## src/rtl/conv_sched_pkg.sv

```systemverilog
// Shared types and helpers for the convUnit bank scheduler.
// Holds the FSM state encoding, the default unit latency and a constant clog2.
package conv_sched_pkg;

  typedef enum logic [2:0] {
    IDLE,
    LOAD,
    RUN,
    DRAIN,
    FIN
  } state_t;

  localparam int DEFAULT_F       = 5;
  localparam int DEFAULT_LATENCY = DEFAULT_F * DEFAULT_F + 2;

  function automatic int clog2(input int value);
    int r;
    r = 0;
    while ((1 << r) < value) r++;
    return r;
  endfunction

endpackage

```

## src/rtl/conv_result_serializer.sv

```systemverilog
// Captures one group of unit results and streams them out over valid/ready,
// each tagged with its global window index (base + position in group).
module conv_result_serializer
  import conv_sched_pkg::*;
#(
  parameter int DATA_WIDTH = 16,
  parameter int N_UNITS    = 14,
  parameter int IDX_W      = 16
) (
  input  logic                          clk,
  input  logic                          reset,
  input  logic                          capture,
  input  logic [N_UNITS*DATA_WIDTH-1:0] unit_result,
  input  logic [IDX_W-1:0]              active,
  input  logic [IDX_W-1:0]              base,
  input  logic                          out_ready,
  output logic                          out_valid,
  output logic [DATA_WIDTH-1:0]         out_data,
  output logic [IDX_W-1:0]              out_index,
  output logic                          last_accept
);

  localparam int K_W = (clog2(N_UNITS) < 1) ? 1 : clog2(N_UNITS);

  logic [DATA_WIDTH-1:0] shadow [N_UNITS];
  logic [K_W-1:0]        k;
  logic                  accept;

  assign accept      = out_valid && out_ready;
  assign last_accept = accept && (IDX_W'(k) == active - 1'b1);

  // NOTE: the shadow bank carries no reset; out_data is masked by out_valid,
  // so stale contents can never reach the port.
  always_ff @(posedge clk) begin
    if (capture) begin
      for (int u = 0; u < N_UNITS; u++) begin
        shadow[u] <= unit_result[u*DATA_WIDTH +: DATA_WIDTH];
      end
    end
  end

  always_ff @(posedge clk) begin
    if (!reset) begin
      out_valid <= 1'b0;
      k         <= '0;
    end else if (capture) begin
      out_valid <= 1'b1;
      k         <= '0;
    end else if (accept) begin
      if (last_accept) out_valid <= 1'b0;
      else             k         <= k + 1'b1;
    end
  end

  assign out_data  = out_valid ? shadow[k] : '0;
  assign out_index = out_valid ? base + IDX_W'(k) : '0;

endmodule

```

## src/rtl/conv_unit_scheduler.sv

```systemverilog
// Sequences a bank of reset-started convUnits: loads a group of windows, holds
// the active units out of reset for LATENCY cycles, then drains their results.
module conv_unit_scheduler
  import conv_sched_pkg::*;
#(
  parameter int DATA_WIDTH = 16,
  parameter int N_UNITS    = 14,
  parameter int F          = 5,
  parameter int LATENCY    = F * F + 2,
  parameter int IDX_W      = 16
) (
  input  logic                          clk,
  input  logic                          reset,
  input  logic                          start,
  input  logic [IDX_W-1:0]              num_windows,
  output logic                          busy,
  output logic                          done,
  output logic                          load_req,
  output logic [IDX_W-1:0]              group_base,
  input  logic                          load_ack,
  output logic [N_UNITS-1:0]            unit_reset,
  input  logic [N_UNITS*DATA_WIDTH-1:0] unit_result,
  output logic                          out_valid,
  input  logic                          out_ready,
  output logic [DATA_WIDTH-1:0]         out_data,
  output logic [IDX_W-1:0]              out_index
);

  localparam int                CNT_W    = (clog2(LATENCY) < 1) ? 1 : clog2(LATENCY);
  localparam logic [CNT_W-1:0]  CNT_LAST = CNT_W'(LATENCY - 1);
  localparam logic [IDX_W-1:0]  UNITS    = IDX_W'(N_UNITS);

  state_t             state, state_next;
  logic [IDX_W-1:0]   remaining, base, active, active_next;
  logic [CNT_W-1:0]   cnt;
  logic [N_UNITS-1:0] run_mask;
  logic               capture, last_accept;

  assign active_next = (remaining > UNITS) ? UNITS : remaining;

  always_comb begin
    run_mask = '0;
    for (int u = 0; u < N_UNITS; u++) begin
      run_mask[u] = (IDX_W'(u) < active_next);
    end
  end

  // NOTE: every signal driven here gets a default first so no latch is inferred.
  always_comb begin
    state_next = state;
    capture    = 1'b0;
    unique case (state)
      IDLE:  if (start) state_next = (num_windows != '0) ? LOAD : FIN;
      LOAD:  if (load_ack) state_next = RUN;
      RUN: begin
        if (cnt == CNT_LAST) begin
          capture    = 1'b1;
          state_next = DRAIN;
        end
      end
      // remaining - active == 0 exactly when this was the final group
      DRAIN: if (last_accept) state_next = (remaining != active) ? LOAD : FIN;
      FIN:   state_next = IDLE;
      default: state_next = IDLE;
    endcase
  end

  // NOTE: sequential state uses non-blocking assignments; reset is synchronous,
  // active-low, and abandons any job in flight.
  always_ff @(posedge clk) begin
    if (!reset) begin
      state      <= IDLE;
      remaining  <= '0;
      base       <= '0;
      active     <= '0;
      cnt        <= '0;
      unit_reset <= '1;
    end else begin
      state <= state_next;
      case (state)
        IDLE: begin
          if (start && num_windows != '0) begin
            remaining <= num_windows;
            base      <= '0;
          end
        end
        LOAD: begin
          if (load_ack) begin
            cnt        <= '0;
            active     <= active_next;
            unit_reset <= ~run_mask;
          end
        end
        RUN: begin
          cnt <= cnt + 1'b1;
          if (capture) unit_reset <= '1;
        end
        DRAIN: begin
          if (last_accept) begin
            remaining <= remaining - active;
            base      <= base + active;
          end
        end
        default: ;
      endcase
    end
  end

  assign busy       = (state != IDLE);
  assign done       = (state == FIN);
  assign load_req   = (state == LOAD);
  assign group_base = base;

  conv_result_serializer #(
    .DATA_WIDTH (DATA_WIDTH),
    .N_UNITS    (N_UNITS),
    .IDX_W      (IDX_W)
  ) u_serializer (
    .clk         (clk),
    .reset       (reset),
    .capture     (capture),
    .unit_result (unit_result),
    .active      (active),
    .base        (base),
    .out_ready   (out_ready),
    .out_valid   (out_valid),
    .out_data    (out_data),
    .out_index   (out_index),
    .last_accept (last_accept)
  );

endmodule

```

## config.mk

```make
export PLATFORM = sky130hd
export DESIGN_NAME = conv_unit_scheduler
export DESIGN_NICKNAME = d
export VERILOG_FILES = /design/src/rtl/conv_sched_pkg.sv /design/src/rtl/conv_result_serializer.sv /design/src/rtl/conv_unit_scheduler.sv
export SDC_FILE = /design/constraint.sdc
export NUM_CORES = 1
export LEC_CHECK = 0
export CAP_MARGIN = 0
export CORE_ASPECT_RATIO = 1.75
export CORE_MARGIN = 5
export CORE_UTILIZATION = 46
export DETAILED_ROUTE_END_ITERATION = 8
export PLACE_DENSITY_LB_ADDON = 0.25
export SLEW_MARGIN = 20
export SYNTH_ARGS = -nofsm -noshare
export SYNTH_HDL_FRONTEND = slang
export SYNTH_SLANG_ARGS = --single-unit
```

## constraint.sdc

```tcl
create_clock -name clk -period 25.7 [get_ports clk]
set_input_delay 5.14 -clock clk [delete_from_list [all_inputs] [get_ports clk]]
set_output_delay 5.14 -clock clk [all_outputs]
set_load 0.01 [all_outputs]
```

==> flow_metrics.env <==
export IMPL_place_area_um2=17200
export IMPL_initial_utilization_pct=46.6
export IMPL_rsz0062_at_grt="no"
export IMPL_dp_hpwl_um=26900
export IMPL_io_buffers=310
export IMPL_setup_tns_final_ns=0
export IMPL_die_w_um=140
export IMPL_grt_use_total_pct=21.2
export IMPL_pre_cts_ws_ns=17.36
export IMPL_power_w=0.00106
export IMPL_postCtsSetupBuffers=0
export IMPL_numClockSinks=303
export IMPL_arrival_ns=3.68
export IMPL_coreArea_um2=29400
export IMPL_layoutNonFillerInstCount=1703
export IMPL_drtAntennaViolNets=0
export IMPL_cts_htree_levels=1
export IMPL_netlist_area_leader_share_pct=49.1
export IMPL_yosysSeqAreaShare_pct=60.7
export IMPL_synth_edf_count=224
export IMPL_grt_pass1_wl_um=54900
export IMPL_fillers=2233
export IMPL_worst_slack_ns=16.88
export IMPL_synthCells=989
export IMPL_yosys_register_bits=303
export IMPL_grt_max_degree=188
export IMPL_setup_violations=0
export IMPL_cts_tree="built"
export IMPL_first_pass_iters=5
export IMPL_clockRootBuffer="clkbuf_16"
export IMPL_viasPerCell=5.55
export IMPL_power_leakage_nw=6.17
export IMPL_ir_worst_vdd_v=0.0000650
export IMPL_hold_path_class="reg2reg"
export IMPL_cts_hold_buf=0
export IMPL_via_count=9447
export IMPL_synth_nets=1275
export IMPL_max_cap_violations=0
export IMPL_hold_viol=0
export IMPL_pin_count=311
export IMPL_period_share_pct=34.3
export IMPL_fmax_ghz=0.113
export IMPL_synth_cell_area_um2=13700
export IMPL_crit_type="reg2out"
export IMPL_worstMarginPinSlew_ns=1.08
export IMPL_drt_iter0_drc=557
export IMPL_numPlacedInstances=1646
export IMPL_post_route_min_period_ns=8.82
export IMPL_power_density_nw_per_um2=58.5
export IMPL_die_area_um2=33400
export IMPL_area_growth_syn_to_layout_pct=32.4
export IMPL_drc_errors=0
export IMPL_fp_row_count=83
export IMPL_status="finished, final reports clean"
export IMPL_finClkSkew_ns=0.0153
export IMPL_clock_latency_ns=0.55
export IMPL_cts_path_max_buffers=3
export IMPL_synth_distinct_cells=67
export IMPL_grt_remaining_overflow=0
export IMPL_yosysTopAreaCell="edfxtp_1"
export IMPL_ys_async_sr_fraction_pct=0
export IMPL_hold_start="unit_reset[7]"
export IMPL_post_drt_wl_per_cell_um=21.2
export IMPL_first_global_vias=9871
export IMPL_crit_fanout=36
export IMPL_syn_area_per_cell_um2=13.8
export IMPL_drv_slew=0
export IMPL_cts_inserted_buffers=28
export IMPL_cp_start_kind="register"
export IMPL_ctsResizeCount=0
export IMPL_slew_headroom_pct=28.1
export IMPL_clkSlewWorstSetupHoldPaths_ns=0.06
export IMPL_ys_warn_count=0
export IMPL_wirelength_um=36100
export IMPL_design_area_um2=18100
export IMPL_gp_congestion=0.875
export IMPL_synthTopCellsByArea="edfxtp_1, dfxtp_1, mux4_2"
export IMPL_layout_nets=1581
export IMPL_antenna_found_initial=5
export IMPL_drive_above_1_share_pct=11.0
export IMPL_crit_path_end_kind="output port"
export IMPL_die_h_um=238
export IMPL_rr_startpoint="active[1]"
export IMPL_required_ns=20.56
export IMPL_synth_ff_type="edfxtp_1"
## per-stage QoR
stage	hold WS, ns	util [%]
final	0.458	61.7
after global routing	0.473	61.7
after CTS	0.460	61.6
after detailed placement	0.443	58.4
after global placement	0.445	58.4
after floorplan	0.432	-
## cell usage in the layout (no fill, tap or decap), types with 6 or more instances in the layout
cell	synthesis	final
a22oi_1	9	9
nor4_1	9	9
o211ai_1	6	6
xor2_1	13	13
nor2_1	78	77
nand3_1	21	21
and2_1	37	37
clkdlybuf4s50_1	0	310
o21a_1	6	6
inv_1	22	21
nand2_1	53	53
edfxtp_1	224	224
buf_4	0	8
dfxtp_1	79	77
nor2b_1	8	8
a21o_1	14	14
a21oi_1	42	42
a31oi_1	8	8
nand4_1	14	14
a211oi_1	17	17
nor3_1	29	29
ha_1	38	38
o21ai_0	32	32
xnor2_1	25	25
mux2_2	16	16
mux4_2	64	64
and3_1	7	7
clkbuf_16	0	29
## logic make-up (layout without fill, tap and decap cells)
logic type | count (synthesis) | count (layout) | share of synthesized area (%)
muxes | 82 | 82 | 12.0
adders and majority gates | 41 | 41 | 3.91
DFF | 303 | 303 | 60.7
buffers and inverters | 67 | 394 | 1.98
AOI/OAI and AO/OA | 168 | 168 | 8.12
and+or+nand+nor | 290 | 290 | 10.9
other | 0 | 5 | 0
xor gates and xnor gates | 38 | 38 | 2.43
## cell type report
class,count,area [um^2],area share (%)
clock buffers,32,737,4.07
multi-input cells,619,5110,28.2
flip-flops and latches,303,8310,45.9
clock inverters,19,179,0.987
well taps,382,478,2.64
inverters,23,86.3,0.476
repair buffers,320,3200,17.7
diodes,5,12.5,0.0690
## layer usage
metal  up-vias  track usage, %  wire length [um]
met4         2            9.08              1510
li1       4454               -                 -
met2       356            39.6             19900
met1      4551            22.0             11900
met3        84            5.73              2780
met5         -               0                11
## registers in the layout (all words and copies together), names as in the netlist, named ones only
name and count:
u_serializer.k 4, cnt 5, active 16, group_base 16
unit_reset 14, u_serializer.shadow 224, state 3, u_serializer.out_valid 1
remaining 16
## worst max-delay path, cell delays in order, from the launching register on
cell             delay [ns]
dfxtp_4                0.71
buf_4                  0.62
mux4_2                 0.58
mux4_2                 0.49
and2_1                 0.18
clkdlybuf4s50_1        0.50
## cell usage after synthesis (all sizes together), types with 4 or more instances
master / number
edfxtp: 224
dfxtp: 79
nor2: 79
mux4: 64
nand2: 53
a21oi: 42
ha: 38
and2: 37
o21ai: 33
clkbuf: 30
nor3: 30
xnor2: 25
inv: 23
nand3: 21
a211oi: 17
mux2: 16
a21o: 14
buf: 14
nand4: 14
xor2: 13
nor4: 10
a22oi: 9
a31oi: 8
nor2b: 8
and3: 7
o211ai: 6
o21a: 6
a311oi: 5
nand2b: 5
or3: 5
nor3b: 4
## worst paths after layout
path,slack [ns],to,depth (start not counted)
max reg2reg,21.45,remaining[4],10
min reg2reg,0.46,unit_reset[7],1
max,16.88,out_data[13],5
min,0.46,unit_reset[7],1
## report_power, final
part           internal, W  total (W)  switching, W  leakage (nW)
Sequential        0.000530   0.000537    0.00000724          2.66
Clock             0.000236   0.000414      0.000178         0.436
Combinational    0.0000611   0.000110     0.0000491          3.07
Total             0.000827    0.00106      0.000234          6.17
No activity file was read; power rests on OpenSTA's default activity.
